$ cat config.mk
export PLATFORM = sky130hd
export DESIGN_NAME = uart_pkt_decoder
export DESIGN_NICKNAME = d
export VERILOG_FILES = /design/src/rtl/uart_pkt_decoder_pkg.sv /design/src/rtl/uart_pkt_decoder.sv
export SDC_FILE = /design/constraint.sdc
export NUM_CORES = 1
export LEC_CHECK = 0
export ABC_AREA = 0
export BUFFER_PORTS_ARGS = -buffer_cell sky130_fd_sc_hd__buf_2
export CORE_MARGIN = 2
export CORE_UTILIZATION = 40
export CTS_CLUSTER_SIZE = 40
export DETAILED_ROUTE_END_ITERATION = 8
export PLACE_DENSITY = 0.58
export SLEW_MARGIN = 20
export SYNTH_ARGS = -nofsm -noshare
export SYNTH_HDL_FRONTEND = slang
export SYNTH_SLANG_ARGS = --single-unit
export TNS_END_PERCENT = 30
$ cat constraint.sdc
create_clock -name clk -period 3.89 [get_ports clk]
set_input_delay 0.1945 -clock clk [delete_from_list [all_inputs] [get_ports clk]]
set_output_delay 0.1945 -clock clk [all_outputs]
set_load 0.1 [all_outputs]
$ cat src/rtl/uart_pkt_decoder_pkg.sv
// Shared definitions for the UART packet decoder and its companion response encoder.
package uart_pkt_decoder_pkg;

  typedef enum logic [1:0] {
    S_CMD   = 2'd0,
    S_ADDR  = 2'd1,
    S_DATA  = 2'd2,
    S_ISSUE = 2'd3
  } state_t;

  // Command byte layout: {sync, write, len[5:0]}
  localparam int unsigned CMD_SYNC_BIT  = 7;
  localparam int unsigned CMD_WRITE_BIT = 6;
  localparam int unsigned CMD_LEN_MSB   = 5;
  localparam int unsigned CMD_LEN_LSB   = 0;

  localparam int unsigned DEF_ADDR_WIDTH     = 32;
  localparam int unsigned DEF_WORD_WIDTH     = 32;
  localparam int unsigned DEF_LEN_WIDTH      = 6;
  localparam int unsigned DEF_TIMEOUT_CYCLES = 100000;

endpackage

$ cat src/rtl/uart_pkt_decoder.sv
// Decodes a UART byte stream of command/address/data packets into bus word requests,
// with sync-error detection and an inter-byte timeout.
module uart_pkt_decoder
  import uart_pkt_decoder_pkg::*;
#(
  parameter int unsigned ADDR_WIDTH     = DEF_ADDR_WIDTH,
  parameter int unsigned WORD_WIDTH     = DEF_WORD_WIDTH,
  parameter int unsigned LEN_WIDTH      = DEF_LEN_WIDTH,
  parameter int unsigned TIMEOUT_CYCLES = DEF_TIMEOUT_CYCLES
) (
  input  logic                  clk,
  input  logic                  reset,
  input  logic [7:0]            rx_data,
  input  logic                  rx_valid,
  output logic                  rx_ready,
  output logic                  req_valid,
  input  logic                  req_ready,
  output logic                  req_write,
  output logic [ADDR_WIDTH-1:0] req_addr,
  output logic [WORD_WIDTH-1:0] req_wdata,
  output logic                  busy,
  output logic                  err_sync,
  output logic                  err_timeout
);

  localparam int unsigned ADDR_BYTES = ADDR_WIDTH / 8;
  localparam int unsigned WORD_BYTES = WORD_WIDTH / 8;
  localparam int unsigned MAX_BYTES  = (ADDR_BYTES > WORD_BYTES) ? ADDR_BYTES : WORD_BYTES;
  localparam int unsigned BCNT_W     = $clog2(MAX_BYTES + 1);
  localparam int unsigned TMO_W      = $clog2(TIMEOUT_CYCLES + 1);

  state_t                r_state;
  state_t                w_state_nxt;
  logic                  r_write;
  logic [LEN_WIDTH-1:0]  r_len;
  logic [LEN_WIDTH-1:0]  r_word_cnt;
  logic [BCNT_W-1:0]     r_byte_cnt;
  logic [ADDR_WIDTH-1:0] r_addr;
  logic [WORD_WIDTH-1:0] r_data;
  logic [TMO_W-1:0]      r_tmo_cnt;
  logic                  r_err_sync;
  logic                  r_err_timeout;

  logic w_accept;
  logic w_in_frame;
  logic w_addr_last;
  logic w_word_done;
  logic w_last_word;
  logic w_tmo_hit;
  logic w_err_sync_nxt;
  logic w_err_tmo_nxt;

  assign rx_ready    = (r_state != S_ISSUE);
  assign req_valid   = (r_state == S_ISSUE);
  assign busy        = (r_state != S_CMD);
  assign req_write   = r_write;
  assign req_addr    = r_addr;
  assign req_wdata   = r_data;
  assign err_sync    = r_err_sync;
  assign err_timeout = r_err_timeout;

  assign w_accept    = rx_valid && rx_ready;
  assign w_in_frame  = (r_state == S_ADDR) || (r_state == S_DATA);
  assign w_addr_last = (r_byte_cnt == BCNT_W'(ADDR_BYTES - 1));
  assign w_word_done = (r_byte_cnt == BCNT_W'(WORD_BYTES - 1));
  assign w_last_word = (r_word_cnt == r_len);
  assign w_tmo_hit   = w_in_frame && !w_accept && (r_tmo_cnt == TMO_W'(TIMEOUT_CYCLES - 1));

  always_ff @(posedge clk) begin
    if (reset) r_state <= S_CMD;
    else       r_state <= w_state_nxt;
  end

  always_comb begin
    w_state_nxt    = r_state;
    w_err_sync_nxt = 1'b0;
    w_err_tmo_nxt  = 1'b0;
    case (r_state)
      S_CMD: begin
        if (w_accept) begin
          if (rx_data[CMD_SYNC_BIT]) w_state_nxt    = S_ADDR;
          else                       w_err_sync_nxt = 1'b1;
        end
      end
      S_ADDR: begin
        if (w_accept && w_addr_last) begin
          w_state_nxt = r_write ? S_DATA : S_ISSUE;
        end else if (w_tmo_hit) begin
          w_state_nxt   = S_CMD;
          w_err_tmo_nxt = 1'b1;
        end
      end
      S_DATA: begin
        if (w_accept && w_word_done) begin
          w_state_nxt = S_ISSUE;
        end else if (w_tmo_hit) begin
          w_state_nxt   = S_CMD;
          w_err_tmo_nxt = 1'b1;
        end
      end
      S_ISSUE: begin
        if (req_ready) begin
          if (w_last_word)  w_state_nxt = S_CMD;
          else if (r_write) w_state_nxt = S_DATA;
          else              w_state_nxt = S_ISSUE;
        end
      end
      default: w_state_nxt = S_CMD;
    endcase
  end

  // Datapath: command latch, MSB-first byte shifter, word/address stepping
  always_ff @(posedge clk) begin
    if (reset) begin
      r_write    <= 1'b0;
      r_len      <= '0;
      r_word_cnt <= '0;
      r_byte_cnt <= '0;
      r_addr     <= '0;
      r_data     <= '0;
    end else begin
      case (r_state)
        S_CMD: begin
          if (w_accept && rx_data[CMD_SYNC_BIT]) begin
            r_write    <= rx_data[CMD_WRITE_BIT];
            r_len      <= LEN_WIDTH'(rx_data[CMD_LEN_MSB:CMD_LEN_LSB]);
            r_word_cnt <= '0;
            r_byte_cnt <= '0;
            r_addr     <= '0;
            r_data     <= '0;
          end
        end
        S_ADDR: begin
          if (w_accept) begin
            r_addr     <= (r_addr << 8) | ADDR_WIDTH'(rx_data);
            r_byte_cnt <= w_addr_last ? '0 : r_byte_cnt + BCNT_W'(1);
          end
        end
        S_DATA: begin
          if (w_accept) begin
            r_data     <= (r_data << 8) | WORD_WIDTH'(rx_data);
            r_byte_cnt <= w_word_done ? '0 : r_byte_cnt + BCNT_W'(1);
          end
        end
        S_ISSUE: begin
          if (req_ready && !w_last_word) begin
            r_addr     <= r_addr + ADDR_WIDTH'(WORD_BYTES);
            r_word_cnt <= r_word_cnt + LEN_WIDTH'(1);
          end
        end
        default: ;
      endcase
    end
  end

  // Idle-gap counter only runs inside a packet while waiting for the next byte
  always_ff @(posedge clk) begin
    if (reset) begin
      r_tmo_cnt <= '0;
    end else if (w_accept || !w_in_frame || w_tmo_hit) begin
      r_tmo_cnt <= '0;
    end else begin
      r_tmo_cnt <= r_tmo_cnt + TMO_W'(1);
    end
  end

  always_ff @(posedge clk) begin
    if (reset) begin
      r_err_sync    <= 1'b0;
      r_err_timeout <= 1'b0;
    end else begin
      r_err_sync    <= w_err_sync_nxt;
      r_err_timeout <= w_err_tmo_nxt;
    end
  end

endmodule

==> flow_metrics.py, run 1 <==
metrics = {
    "status": {
        "status": "finished clean",
    },
    "placement": {
        "hpwl_microns": 9040,
        "io_buffers": 81,
        "gp_congestion": 0.821,
    },
    "sta": {
        "slew_headroom": 0.327,
        "finalHoldViolCount": 0,
        "setup_viol": 0,
        "slew_viol_final": 0,
        "fin_crit_ps": 2640,
        "fin_setup_tns_ps": 0,
        "rsz0062_at_grt": "false",
        "worstMarginPinSlew_ps": 1000,
        "finClkSkew_ps": 5.83,
        "max_freq_ghz": 0.379,
        "final.period_utilization": 0.677,
    },
    "power_and_ir_drop": {
        "leakage_nw": 2.04,
        "sequentialPowerShare": 0.451,
        "power_density_nw_per_um2": 411,
        "irDropWorstVdd_v": 0.000253,
        "pwr-share-comb": 0.134,
        "switching_share": 0.282,
        "internal-power_mw": 1.71,
        "clkPwrFrac": 0.415,
        "power.switching_mw": 0.672,
        "power_mw": 2.38,
    },
    "synthesis": {
        "synth_edf_count": 0,
        "netlist_instances": 630,
        "ys_seq_area_frac": 0.406,
        "yosys-mux-area-fraction": 0.00427,
        "synth_cell_types": 64,
        "async_flop_share": 0,
        "syn_avg_cell_area_sq_um": 7.91,
        "synthDominantCellAreaShare": 0.406,
        "yosys.area_share.simple": 0.262,
        "ys_ff_latch": 101,
        "yosysWarnings": 0,
        "synth_top_family_by_area": "simple AND/OR/NAND/NOR gates",
        "yosys.area.top_type": "dfxtp_1",
        "synth_common_cells": "dfxtp_1, nand2_1, a21oi_1",
        "yosysMostFrequentCell": "dfxtp_1",
        "syn_nets": 651,
        "synthAdderAreaFrac": 0.0226,
        "netlist_top_cells_area": "dfxtp_1, a21oi_1, nand2_1, nand3_1, nor2_1",
        "netlist_area_sq_um": 4980,
        "synth-xor-area-share": 0.0440,
        "ys.flop_type": "dfxtp_1",
        "synth-compound-area-share": 0.211,
    },
    "layout": {
        "area_growth_pct": 16.4,
        "fin_nets": 705,
        "layout-drive-gt1-share": 0.165,
        "antenna_cells": 0,
        "final_util": 0.480,
    },
    "setup_path": {
        "ff2ff_path_depth": 7,
        "critical_path.top_delay_family": "compound AO/OA/AOI/OAI gates",
        "critical_path.cell_chain": "inv_1 -> ha_1 -> nand2b_1 -> a21oi_1 -> o211a_1 -> nand2b_1 -> o21ai_0",
        "crit_cells": 7,
        "crit_path_end_kind": "flip-flop",
        "worstSetupPathType": "reg2reg",
        "cp.required_ps": 4170,
        "cp_num_buf_inv": 1,
        "regToRegSetupSlack_ps": 1250,
        "cpPeakStageDelay_ps": 790,
        "reg2reg_from": "r_state[0]$_SDFFE_PP0P_",
        "worstPathArrival_ps": 2920,
        "start_kind": "flip-flop",
        "rr_endpoint": "req_addr[29]$_SDFFE_PP0P_",
        "slowest_stage": "o211a_1",
        "cpMostUsedCell": "nand2b_1",
        "crit_fanout": 26,
    },
    "cts": {
        "numCtsBuffers": 9,
        "root_buffer": "clkbuf_16",
        "cts_setup_buffers": 0,
        "cts_hold_buffers": 0,
        "cts_tree": "done",
        "clk_path_buf_depth": 2,
        "clkTransAtPathRegs_ps": 70,
        "clock-sinks": 101,
        "ctsResizeCount": 0,
        "htreeDepth": 3,
        "clk_latency_ps": 350,
    },
    "floorplanning": {
        "core_sq_um": 12100,
        "dieArea_sq_um": 13400,
        "num_rows": 40,
        "die_height_microns": 116,
        "start_util": 0.413,
        "die_x_microns": 116,
        "ioPinCount": 82,
    },
    "detailed_routing": {
        "finalWirelength_microns": 13600,
        "avgRoutedWirePerCell_microns": 15.8,
        "drcViolationCount": 0,
        "via_per_inst": 5.60,
        "drtAntennaViolNets": 0,
        "dr.pass1.iters": 4,
        "vias": 4799,
        "drtIter0Drc": 451,
    },
    "global_routing": {
        "grt_overflow": 0,
        "grt_max_degree": 52,
        "grt_pass1_vias": 4336,
        "grt_pass1_wl_microns": 21900,
        "antenna_found_initial": 0,
        "track_usage": 0.205,
    },
    "hold_path": {
        "hp-class": "in2reg",
        "holdPathStages": 3,
        "min_to": "req_wdata[0]$_SDFFE_PP0P_",
        "min_from": "rx_data[0]",
    },
    "job": {
        "drv_cap": 0,
    },
}
==> worst register-to-register path: cells and delay by family, from the launching register on <==
family | cells | cell delay (ps)
AO/OA/AOI/OAI | 3 | 1240
adder cells (fa/ha/maj) | 1 | 310
flip-flops | 1 | 410
buffers and inverters | 1 | 110
AND/OR/NAND/NOR | 2 | 500
==> flip-flops by register name, indices dropped and copies added, names as in the netlist, 2 cells and up <==
signal / count
r_len: 6
r_tmo_cnt: 17
req_wdata: 32
req_addr: 32
r_state: 2
r_byte_cnt: 3
r_word_cnt: 6
==> worst max path at each step <==
stage                            start  slack, ps                        end
2_1_floorplan  r_state[1]$_SDFFE_PP0P_        920  req_addr[14]$_SDFFE_PP0P_
3_3_place_gp   r_state[0]$_SDFFE_PP0P_       1400  req_addr[29]$_SDFFE_PP0P_
3_5_place_dp   r_state[0]$_SDFFE_PP0P_       1300  req_addr[26]$_SDFFE_PP0P_
4_1_cts        r_state[0]$_SDFFE_PP0P_       1290  req_addr[26]$_SDFFE_PP0P_
5_1_grt        r_state[1]$_SDFFE_PP0P_       1030  req_addr[30]$_SDFFE_PP0P_
6_report       r_state[0]$_SDFFE_PP0P_       1250  req_addr[29]$_SDFFE_PP0P_
==> metal layers <==
metal,wire (microns),vias up,GRT usage
li1,-,2377,-
met3,712,10,0.0392
met5,0,-,0
met4,140,0,0.0683
met1,6490,2268,0.281
met2,6240,144,0.324
==> cell usage in the layout (no fill, tap or decap), types with 2 or more instances in the layout <==
master and n:
and3_1 4, or3_1 5, a32o_1 4, a221oi_1 12, nand2_1 84, xor2_1 10
nor4_1 11, a311oi_1 2, nor3_1 15, bufinv_16 2, inv_1 18, and4_1 5
nand2b_1 11, o32ai_1 6, buf_2 81, nand4_1 14, o31a_1 2, a32oi_1 2
a31oi_1 3, nand3_1 50, nor2b_1 2, xnor2_1 15, a21o_1 3, buf_4 7
o21ai_0 28, ha_1 9, or4_1 3, nor2_1 40, a2111oi_0 2, and3b_1 2
o211ai_1 2, a21oi_1 75, dfxtp_1 101, o31ai_1 4, o21a_1 5, a211oi_1 7
clkbuf_16 9, nand4bb_1 2
==> stage by stage <==
stage	setup WS [ps]	hold WS [ps]	cells	instance area, sq um
after CTS	1290	98.7	857	5800
after global placement	1400	442	841	5470
after detailed placement	1300	453	841	5470
final	1250	106	857	5800
after floorplan	917	330	630	4980
after global routing	1030	114	857	5800
==> power by group through the flow <==
| stage | clock [mW] | sequential (mW) | combinational (mW) |
|---|---|---|---|
| after floorplan | 0 | 1.15 | 0.191 |
| after global placement | 0 | 1.10 | 0.314 |
| after detailed placement | 0 | 1.10 | 0.315 |
| after CTS | 1.02 | 1.08 | 0.316 |
| after global routing | 1.06 | 1.08 | 0.347 |
| final | 0.989 | 1.08 | 0.319 |
==> layout make-up <==
cell class              count  area, sq um
clock inverters             5         82.6
well taps                 168          210
multi-input cells         465         2710
flip-flops and latches    101         2020
inverters                  19         71.3
clock buffers              11          243
fillers                  1223         6270
repair buffers             88          458
==> cells by family after synthesis <==
group           after synthesis
fa+ha+maj                     9
simple gates                261
compound gates              168
buf+inv                      64
xor+xnor                     25
flops                       101
mux                           2
Power figures use the tool's default switching activity.
==> inputs of run 2 (changes only) <==
Settings changed: ABC_AREA 0 to 1, PLACE_DENSITY 0.58 to 0.6.
Clock period 3.89 ns to 2.2 ns, I/O delays scaled along.
==> flow_metrics.py, run 2 <==
metrics = {
    "detailed_routing": {
        "finalWirelength_microns": 15400,
        "drtAntennaViolNets": 0,
        "dr.pass1.iters": 5,
        "wl_met2_microns": 6740,
        "wl_met3_microns": 906,
        "wl_met1_microns": 7510,
        "avgRoutedWirePerCell_microns": 14.0,
        "via_per_inst": 4.96,
        "top_layer": "met4",
        "drcViolationCount": 0,
        "vias": 5421,
        "drtIter0Drc": 538,
    },
    "layout": {
        "area_growth_pct": 17.4,
        "fillers": 1420,
        "fin_area_sq_um": 6320,
        "final_common_cell": "nand2_1",
        "antenna_cells": 0,
        "layout-drive-gt1-share": 0.155,
        "fin_nets": 933,
        "mostFrequentLayoutCells": "nand2_1, nor2_1, dfxtp_1, buf_2, inv_1",
    },
    "cts": {
        "numCtsBuffers": 9,
        "htreeDepth": 3,
        "clkTransAtPathRegs_ps": 80,
        "root_buffer": "clkbuf_16",
        "cts_tree": "done",
        "clk_path_buf_depth": 2,
        "cts_setup_buffers": 0,
        "clk_latency_ps": 360,
        "clock-sinks": 101,
    },
    "setup_path": {
        "start_kind": "flip-flop",
        "regToRegSetupSlack_ps": 250,
        "cp.required_ps": 2510,
        "worstPathArrival_ps": 2260,
        "ff2ff_path_depth": 8,
        "crit_fanout": 17,
        "reg2reg_from": "r_state[1]$_SDFFE_PP0P_",
        "rr_endpoint": "r_tmo_cnt[11]$_SDFF_PP0_",
        "worstSetupPathType": "reg2reg",
        "crit_path_end_kind": "flip-flop",
    },
    "synthesis": {
        "yosysWarnings": 0,
        "yosys.area.top_type": "dfxtp_1",
        "synth_common_cells": "nand2_1, nor2_1, dfxtp_1",
        "netlist_area_sq_um": 5390,
        "netlist_instances": 837,
        "syn_nets": 858,
        "netlist_top_cells_area": "dfxtp_1, nand2_1, nor2_1, a21oi_1, inv_1",
        "yosysMostFrequentCell": "nand2_1",
        "async_flop_share": 0,
        "ys_ff_latch": 101,
        "synth_cell_types": 38,
        "synthDominantCellAreaShare": 0.375,
        "synth_edf_count": 0,
        "syn_avg_cell_area_sq_um": 6.43,
        "ys_seq_area_frac": 0.375,
        "ys.flop_type": "dfxtp_1",
    },
    "global_routing": {
        "track_usage": 0.219,
        "grt_pass1_vias": 4920,
        "grt_pass1_wl_microns": 25100,
        "grt_overflow": 0,
        "antenna_found_initial": 0,
        "grt_max_degree": 48,
    },
    "sta": {
        "slew_viol_final": 0,
        "final.period_utilization": 0.885,
        "finalHoldViolCount": 0,
        "max_freq_ghz": 0.513,
        "fin_setup_tns_ps": 0,
        "setup_viol": 0,
        "hold_ws_ps": 23.5,
        "worstMarginPinSlew_ps": 569,
        "rsz0062_at_grt": "false",
        "finClkSkew_ps": 8.96,
        "slew_headroom": 0.619,
        "setup_ws_ps": 252,
        "fin_crit_ps": 1950,
    },
    "floorplanning": {
        "start_util": 0.408,
        "num_rows": 42,
        "dieArea_sq_um": 14400,
        "die_height_microns": 120,
        "core_sq_um": 13200,
        "die_x_microns": 120,
        "ioPinCount": 82,
    },
    "power_and_ir_drop": {
        "power_density_nw_per_um2": 814,
        "pwr-share-comb": 0.268,
        "leakage_nw": 2.65,
        "irDropWorstVdd_v": 0.000444,
        "clkPwrFrac": 0.332,
        "power_mw": 5.15,
        "internal-power_mw": 3.13,
        "power.switching_mw": 2.02,
        "sequentialPowerShare": 0.400,
        "switching_share": 0.392,
    },
    "hold_path": {
        "min_from": "rx_data[5]",
        "min_to": "r_len[5]$_SDFFE_PP0P_",
        "hp-class": "in2reg",
        "holdPathStages": 3,
    },
    "status": {
        "status": "finished clean",
    },
    "placement": {
        "place_area_sq_um": 6000,
        "gp_congestion": 0.882,
        "hpwl_microns": 11100,
        "pre_cts_slack_ps": 218,
        "io_buffers": 81,
    },
    "job": {
        "drv_cap": 0,
    },
}
-- run 2: area by class of cell --
class | count | area, sq um | share of cell area
Timing Repair Buffer | 98 | 546 | 0.0863
Clock buffer | 9 | 225 | 0.0356
Clock inverter | 7 | 88.8 | 0.0141
Multi-Input combinational cell | 619 | 2900 | 0.459
Tap cell | 176 | 220 | 0.0348
Sequential cell | 101 | 2030 | 0.321
Inverter | 83 | 313 | 0.0495
-- run 2: how the worst max path moves through the flow --
| stage | startpoint | end | slack, ps | cells after the start |
|---|---|---|---|---|
| 6_report | r_state[1]$_SDFFE_PP0P_ | r_tmo_cnt[11]$_SDFF_PP0_ | 250 | 8 |
| 5_1_grt | r_state[1]$_SDFFE_PP0P_ | r_tmo_cnt[11]$_SDFF_PP0_ | 50 | 8 |
| 4_1_cts | r_state[1]$_SDFFE_PP0P_ | req_addr[3]$_SDFFE_PP0P_ | 200 | 11 |
| 3_5_place_dp | r_state[1]$_SDFFE_PP0P_ | req_addr[3]$_SDFFE_PP0P_ | 220 | 11 |
| 3_3_place_gp | r_state[1]$_SDFFE_PP0P_ | req_addr[3]$_SDFFE_PP0P_ | 290 | 11 |
| 2_1_floorplan | req_addr[9]$_SDFFE_PP0P_ | req_addr[27]$_SDFFE_PP0P_ | 8 | 9 |
-- run 2: cell families after synthesis --
logic type,count (synthesis),synth area share
AO/OA/AOI/OAI,123,0.123
XOR/XNOR,14,0.0228
adder cells (fa/ha/maj),9,0.0209
buffers and inverters,117,0.0895
flip-flops,101,0.375
AND/OR/NAND/NOR,473,0.368
-- run 2: layer usage --
| layer | track usage | vias to the layer above |
|---|---|---|
| met5 | 0 | - |
| li1 | - | 2843 |
| met3 | 0.0513 | 18 |
| met4 | 0.0596 | 0 |
| met2 | 0.332 | 142 |
| met1 | 0.309 | 2418 |
-- run 2: what timing repair did --
item | 4_1_cts | 5_1_grt
hold buffers | 0 | 0
setup endpoints to repair | 0 | 8
gates resized for setup | 0 | 1
-- run 2: through the flow --
stage	utilization	std cells
final	0.479	1093
after global routing	0.479	1093
after CTS	0.478	1093
after detailed placement	0.455	1077
after global placement	0.455	1077
after floorplan	-	837
-- run 2: power by group through the flow --
stage	Combinational, mW	Sequential (mW)	Clock (mW)
after CTS	1.38	2.05	1.76
after global routing	1.49	2.08	1.82
after global placement	1.37	2.10	0
final	1.38	2.06	1.71
after detailed placement	1.37	2.10	0
after floorplan	0.542	2.65	0
-- run 2: critical path: stages (launching register included) --
cell      delay [ps]
dfxtp_1          470
inv_1            110
ha_1             410
clkinv_1         120
nor2_1           180
nand3_1          100
buf_4            210
a31oi_1          160
o21a_1           130
